===== config.mk =====
export PLATFORM = sky130hd
export DESIGN_NAME = spi_target_regfile
export DESIGN_NICKNAME = d
export VERILOG_FILES = /design/src/rtl/spi_target_regfile.sv
export SDC_FILE = /design/constraint.sdc
export NUM_CORES = 1
export LEC_CHECK = 0
export BUFFER_PORTS_ARGS = -buffer_cell sky130_fd_sc_hd__buf_2
export CAP_MARGIN = 5
export CORE_MARGIN = 1.5
export CORE_UTILIZATION = 33
export CTS_CLUSTER_DIAMETER = 40
export CTS_CLUSTER_SIZE = 28
export DETAILED_ROUTE_END_ITERATION = 8
export GPL_TIMING_DRIVEN = 0
export PLACE_DENSITY = 0.57
export REMOVE_ABC_BUFFERS = 1
export SYNTH_ARGS = -nofsm -noshare
export SYNTH_HDL_FRONTEND = slang
export SYNTH_SLANG_ARGS = --single-unit

===== constraint.sdc =====
create_clock -name clk_i -period 2.2 [get_ports clk_i]
set_input_delay 0 -clock clk_i [delete_from_list [all_inputs] [get_ports clk_i]]
set_output_delay 0 -clock clk_i [all_outputs]
set_load 0.01 [all_outputs]

===== src/rtl/spi_target_regfile.sv =====
// ---------------------------------------------------------------------------
// spi_target_regfile : SPI mode-0 target with an NumRegs-byte register file
// Rev 1.0
// ---------------------------------------------------------------------------
`default_nettype none

module spi_target_regfile #(
  parameter int unsigned   SyncStages = 2,
  parameter int unsigned   NumRegs    = 16,
  parameter logic [7:0]    IdValue    = 8'hC5,
  localparam int unsigned  AddrWidth  = $clog2(NumRegs)
) (
  input  logic                   clk_i,
  input  logic                   rst_ni,
  input  logic                   spi_sck_i,
  input  logic                   spi_csb_i,
  input  logic                   spi_sd_i,
  output logic                   spi_sd_o,
  output logic                   spi_sd_en_o,
  output logic [NumRegs*8-1:0]   regs_o,
  output logic                   reg_wr_o,
  output logic [AddrWidth-1:0]   reg_wr_addr_o
);

  typedef enum logic [2:0] {
    StIdle   = 3'd0,
    StCmd    = 3'd1,
    StAddr   = 3'd2,
    StWrite  = 3'd3,
    StRead   = 3'd4,
    StId     = 3'd5,
    StIgnore = 3'd6
  } state_e;

  logic [SyncStages-1:0]      sck_sync_q, csb_sync_q, sd_sync_q;
  logic                       sck_last_q;
  logic                       sck_s, csb_s, sd_s, sck_rise, sck_fall;

  state_e                     state_q;
  logic                       armed_q;
  logic                       is_wr_q;
  logic [2:0]                 bit_cnt_q;
  logic [6:0]                 rx_q;
  logic [6:0]                 tx_q;
  logic [AddrWidth-1:0]       addr_q;
  logic [NumRegs-1:0][7:0]    regs_q;
  logic [7:0]                 rx_byte;
  logic [7:0]                 tx_load;

  // CSB synchronizer resets low so a transfer already running at reset
  // release cannot arm the FSM until CSB is actually seen high.
  always_ff @(posedge clk_i or negedge rst_ni) begin
    if (!rst_ni) begin
      sck_sync_q <= '0;
      csb_sync_q <= '0;
      sd_sync_q  <= '0;
      sck_last_q <= 1'b0;
    end else begin
      sck_sync_q <= {sck_sync_q[SyncStages-2:0], spi_sck_i};
      csb_sync_q <= {csb_sync_q[SyncStages-2:0], spi_csb_i};
      sd_sync_q  <= {sd_sync_q[SyncStages-2:0], spi_sd_i};
      sck_last_q <= sck_sync_q[SyncStages-1];
    end
  end

  assign sck_s    = sck_sync_q[SyncStages-1];
  assign csb_s    = csb_sync_q[SyncStages-1];
  assign sd_s     = sd_sync_q[SyncStages-1];
  assign sck_rise = sck_s & ~sck_last_q;
  assign sck_fall = ~sck_s & sck_last_q;
  assign rx_byte  = {rx_q, sd_s};
  assign tx_load  = (state_q == StId) ? IdValue : regs_q[addr_q];
  assign regs_o   = regs_q;

  always_ff @(posedge clk_i or negedge rst_ni) begin
    if (!rst_ni) begin
      state_q       <= StIdle;
      armed_q       <= 1'b0;
      is_wr_q       <= 1'b0;
      bit_cnt_q     <= '0;
      rx_q          <= '0;
      tx_q          <= '0;
      addr_q        <= '0;
      regs_q        <= '0;
      spi_sd_o      <= 1'b0;
      spi_sd_en_o   <= 1'b0;
      reg_wr_o      <= 1'b0;
      reg_wr_addr_o <= '0;
    end else begin
      reg_wr_o <= 1'b0;
      if (csb_s) begin
        armed_q     <= 1'b1;
        state_q     <= StIdle;
        bit_cnt_q   <= '0;
        spi_sd_o    <= 1'b0;
        spi_sd_en_o <= 1'b0;
      end else begin
        case (state_q)
          StIdle: begin
            if (armed_q && !sck_s) begin
              state_q   <= StCmd;
              bit_cnt_q <= '0;
            end
          end
          StCmd, StAddr, StWrite: begin
            if (sck_rise) begin
              rx_q      <= rx_byte[6:0];
              bit_cnt_q <= bit_cnt_q + 3'd1;
              if (bit_cnt_q == 3'd7) begin
                if (state_q == StCmd) begin
                  case (rx_byte)
                    8'h02:   begin state_q <= StAddr; is_wr_q <= 1'b1; end
                    8'h03:   begin state_q <= StAddr; is_wr_q <= 1'b0; end
                    8'h9F:   state_q <= StId;
                    default: state_q <= StIgnore;
                  endcase
                end else if (state_q == StAddr) begin
                  addr_q  <= rx_byte[AddrWidth-1:0];
                  state_q <= is_wr_q ? StWrite : StRead;
                end else begin
                  regs_q[addr_q] <= rx_byte;
                  reg_wr_o       <= 1'b1;
                  reg_wr_addr_o  <= addr_q;
                  addr_q         <= addr_q + 1'b1;
                end
              end
            end
          end
          StRead, StId: begin
            // bit_cnt_q == 0 marks a byte boundary: reload the shifter
            if (sck_fall) begin
              bit_cnt_q <= bit_cnt_q + 3'd1;
              if (bit_cnt_q == 3'd0) begin
                tx_q        <= tx_load[6:0];
                spi_sd_o    <= tx_load[7];
                spi_sd_en_o <= 1'b1;
                if (state_q == StRead) addr_q <= addr_q + 1'b1;
              end else begin
                tx_q     <= {tx_q[5:0], 1'b0};
                spi_sd_o <= tx_q[6];
              end
            end
          end
          StIgnore: ;
          default: state_q <= StIdle;
        endcase
      end
    end
  end

endmodule

`default_nettype wire


==> results.sh <==
export IMPL_insertedDiodeCount=0
export IMPL_drv_cap=0
export IMPL_dp_slack_ns=-0.578
export IMPL_yosys_warnings=0
export IMPL_cts_sinks=168
export IMPL_grt_overflow=0
export IMPL_vias=5239
export IMPL_p_leak_nw=4.96
export IMPL_die_area_um2=24500
export IMPL_syn_avg_cell_area_um2=14.4
export IMPL_setup_viol=0
export IMPL_peakVddDrop_mv=0.660
export IMPL_met1_usage_pct=24.3
export IMPL_mostFrequentLayoutCell="dfrtp_1"
export IMPL_critical_path_max_fanout=7
export IMPL_ys_seq_area_share_pct=54.1
export IMPL_crit_chain="inv_1 > ha_2 > nand2b_4 > or4b_4 > a21oi_4 > mux2_2 > a31o_2"
export IMPL_core_area_um2=22800
export IMPL_grt_pass1_wl_mm=34.0
export IMPL_syn_inst=541
export IMPL_crit_type="reg -> reg"
export IMPL_min_period_over_period_pct=96.0
export IMPL_h_tree_depth=4
export IMPL_die_h_um=156
export IMPL_syn_area_um2=7770
export IMPL_rows=55
export IMPL_maxSlewViolCount=0
export IMPL_power_density_nw_per_um2=877
export IMPL_busiest_layer="met2"
export IMPL_drive_above_1_share_pct=57.1
export IMPL_drc=0
export IMPL_critPathTopFamily="simple AND/OR/NAND/NOR gates"
export IMPL_clockBufferDepth=2
export IMPL_arrival_ns=2.42
export IMPL_max_stage_delay_ns=0.51
export IMPL_drt_iter0_markers=403
export IMPL_reg2reg_depth=7
export IMPL_cts_buffers=17
export IMPL_final_util_pct=42.2
export IMPL_finalWirelength_mm=22.3
export IMPL_cp_required_ns=2.51
export IMPL_grtUsageMet2_pct=31.3
export IMPL_place_gp_congestion=0.874
export IMPL_initial_core_util_pct=34.0
export IMPL_fin_ws_ns=0.0882
export IMPL_fillers=2185
export IMPL_slew_headroom_pct=39.0
export IMPL_antenna_found_initial=0
export IMPL_mostFrequentLayoutCells="164 x dfrtp_1, 141 x mux2_2, 138 x buf_2, 31 x mux4_2"
export IMPL_fmax_mhz=474
export IMPL_dominantRegCellSynth="dfrtp_1"
export IMPL_period_minus_slack_ns=2.11
export IMPL_grtUsageTotal_pct=18.8
export IMPL_viasPerCell=5.19
export IMPL_syn_to_final_growth_pct=24.1
export IMPL_synth_edff_count=0
export IMPL_rsz0062_at_grt="false"
export IMPL_hold_viol_final=0
export IMPL_gr_usage_met3_pct=5.43
export IMPL_yosysUniqueCellTypes=51
export IMPL_async_flop_share_pct=100
export IMPL_hold_worst_slack_ns=0.0901
export IMPL_tns_ns=0
export IMPL_die_width_um=156
export IMPL_crit_cells=7
export IMPL_tightest_slew_ns=0.916
export IMPL_synth_seq_cells=168
export IMPL_clockRootBuffer="clkbuf_16"
export IMPL_cts_tree="yes"
export IMPL_hold_class="in -> async"
export IMPL_status="complete, no violations"
export IMPL_cp_start_kind="flip-flop"
export IMPL_clkTransAtPathRegs_ns=0.07
export IMPL_top_level_ports=140
export IMPL_clock_latency_ns=0.43
export IMPL_hpwl_mm=15.2
export IMPL_wl_per_cell_um=22.1
export IMPL_worstSetupEndpointType="flip-flop"
export IMPL_crit_buf_inv=1
export IMPL_port_buffers=139
export IMPL_ant_nets=0
export IMPL_critical_path_slowest_cell="or4b_4"
export IMPL_final_nets=696
export IMPL_clock_skew_ns=0.00951
export IMPL_grt_pass1_vias=5500
export IMPL_first_pass_iters=5
export IMPL_grt_max_degree=115
-- layout make-up --
type | count | area, um2 | share of cell area (%)
Clock buffer | 17 | 425 | 4.41
Clock inverter | 15 | 153 | 1.58
Inverter | 6 | 22.5 | 0.234
Multi-Input combinational cell | 329 | 3430 | 35.6
Sequential cell | 168 | 4210 | 43.7
Tap cell | 313 | 392 | 4.06
Timing Repair Buffer | 162 | 1000 | 10.4
-- metal layers --
metal / wire, um / part of all wire (%) / vias to the layer above
met2: 11100 / 50 / 147
met5: 0 / 0 / -
met1: 9610 / 43 / 2780
li1: - / - / 2300
met3: 1390 / 6.2 / 12
met4: 202 / 0.91 / 0
-- where the power goes --
part | internal (W) | switching, W
sequential | 0.00326 | 0.000530
combinational | 0.000787 | 0.000936
clock | 0.00168 | 0.00127
total | 0.00572 | 0.00274
-- worst paths after layout --
kind / start / end / slack, ns
worst min-delay path: rst_ni / regs_o[1]$_DFFE_PN0P_ / 0.09
worst max register to register: bit_cnt_q[0]$_DFFE_PN0P_ / addr_q[0]$_DFFE_PN0P_ / 0.09
worst min register to register: sd_sync_q[0]$_DFF_PN0_ / sd_sync_q[1]$_DFF_PN0_ / 0.35
worst max-delay path: bit_cnt_q[0]$_DFFE_PN0P_ / addr_q[0]$_DFFE_PN0P_ / 0.09
min in group clk_i: spi_sd_i / sd_sync_q[0]$_DFF_PN0_ / 0.21
max in group asynchronous: rst_ni / rx_q[0]$_DFFE_PN0P_ / 1.13
-- through the flow --
step	std cells	power (W)	instance area, um2
6_report	1010	0.00846	9640
4_1_cts	1009	0.00850	9590
3_3_place_gp	955	0.00514	8680
2_1_floorplan	503	0.00457	7590
3_5_place_dp	959	0.00529	8780
5_1_grt	1010	0.00884	9640
-- synth_stat cells (2+ instances only) --
library cell  instances  area, um2
a211oi_1              5       37.5
a21oi_1               8       40.0
a221oi_1              4       35.0
a22o_1                4       35.0
a22oi_1               8       60.1
a31o_2                2       17.5
a31oi_1               2       12.5
buf_2                 9       45.0
buf_4                 4       30.0
clkbuf_1             23       86.3
dfrtp_1             168       4200
ha_1                  7       87.6
inv_1                 6       22.5
mux2_1                2       22.5
mux2_2              141       1590
mux2i_1               7       70.1
mux4_2               31        698
nand2_1              17       63.8
nand2_4               4       45.0
nand2b_1              6       37.5
nand3_1               6       30.0
nand3_2               5       50.1
nand3b_1              3       22.5
nand4_1               6       37.5
nor2_1               17       63.8
nor2b_1               3       18.8
nor3_1                2       10.0
nor4_1                2       12.5
o21ai_0              11       55.1
o311ai_0              2       17.5
o31ai_1               2       15.0
or2_2                 4       25.0
or3_1                 2       12.5
-- registers in the layout, summed over array words and instances (netlist names), 2 cells and up --
name,flops
regs_o,128
bit_cnt_q,3
addr_q,4
csb_sync_q,2
state_q,3
sd_sync_q,2
sck_sync_q,2
tx_q,7
reg_wr_addr_o,4
rx_q,7
-- repair_timing --
action,in CTS,in global routing
hold buffers,4,0
gates resized for setup,11,9
setup buffers,14,1
setup endpoints to repair,138,48
pin swaps,2,1
endpoints found under the hold margin,57,0
-- kinds of logic (layout without fill, tap and decap cells) --
kind of cell	count (synthesis)	count (layout)	share of synthesized area [%]
buffers and inverters	44	200	2.56
AND/OR/NAND/NOR	87	87	6.67
flip-flops	168	168	54.1
adder cells (fa/ha/maj)	7	7	1.13
multiplexers	181	181	30.6
AO/OA/AOI/OAI	54	54	4.93
Note: power is estimated with default switching activity, not from simulation.
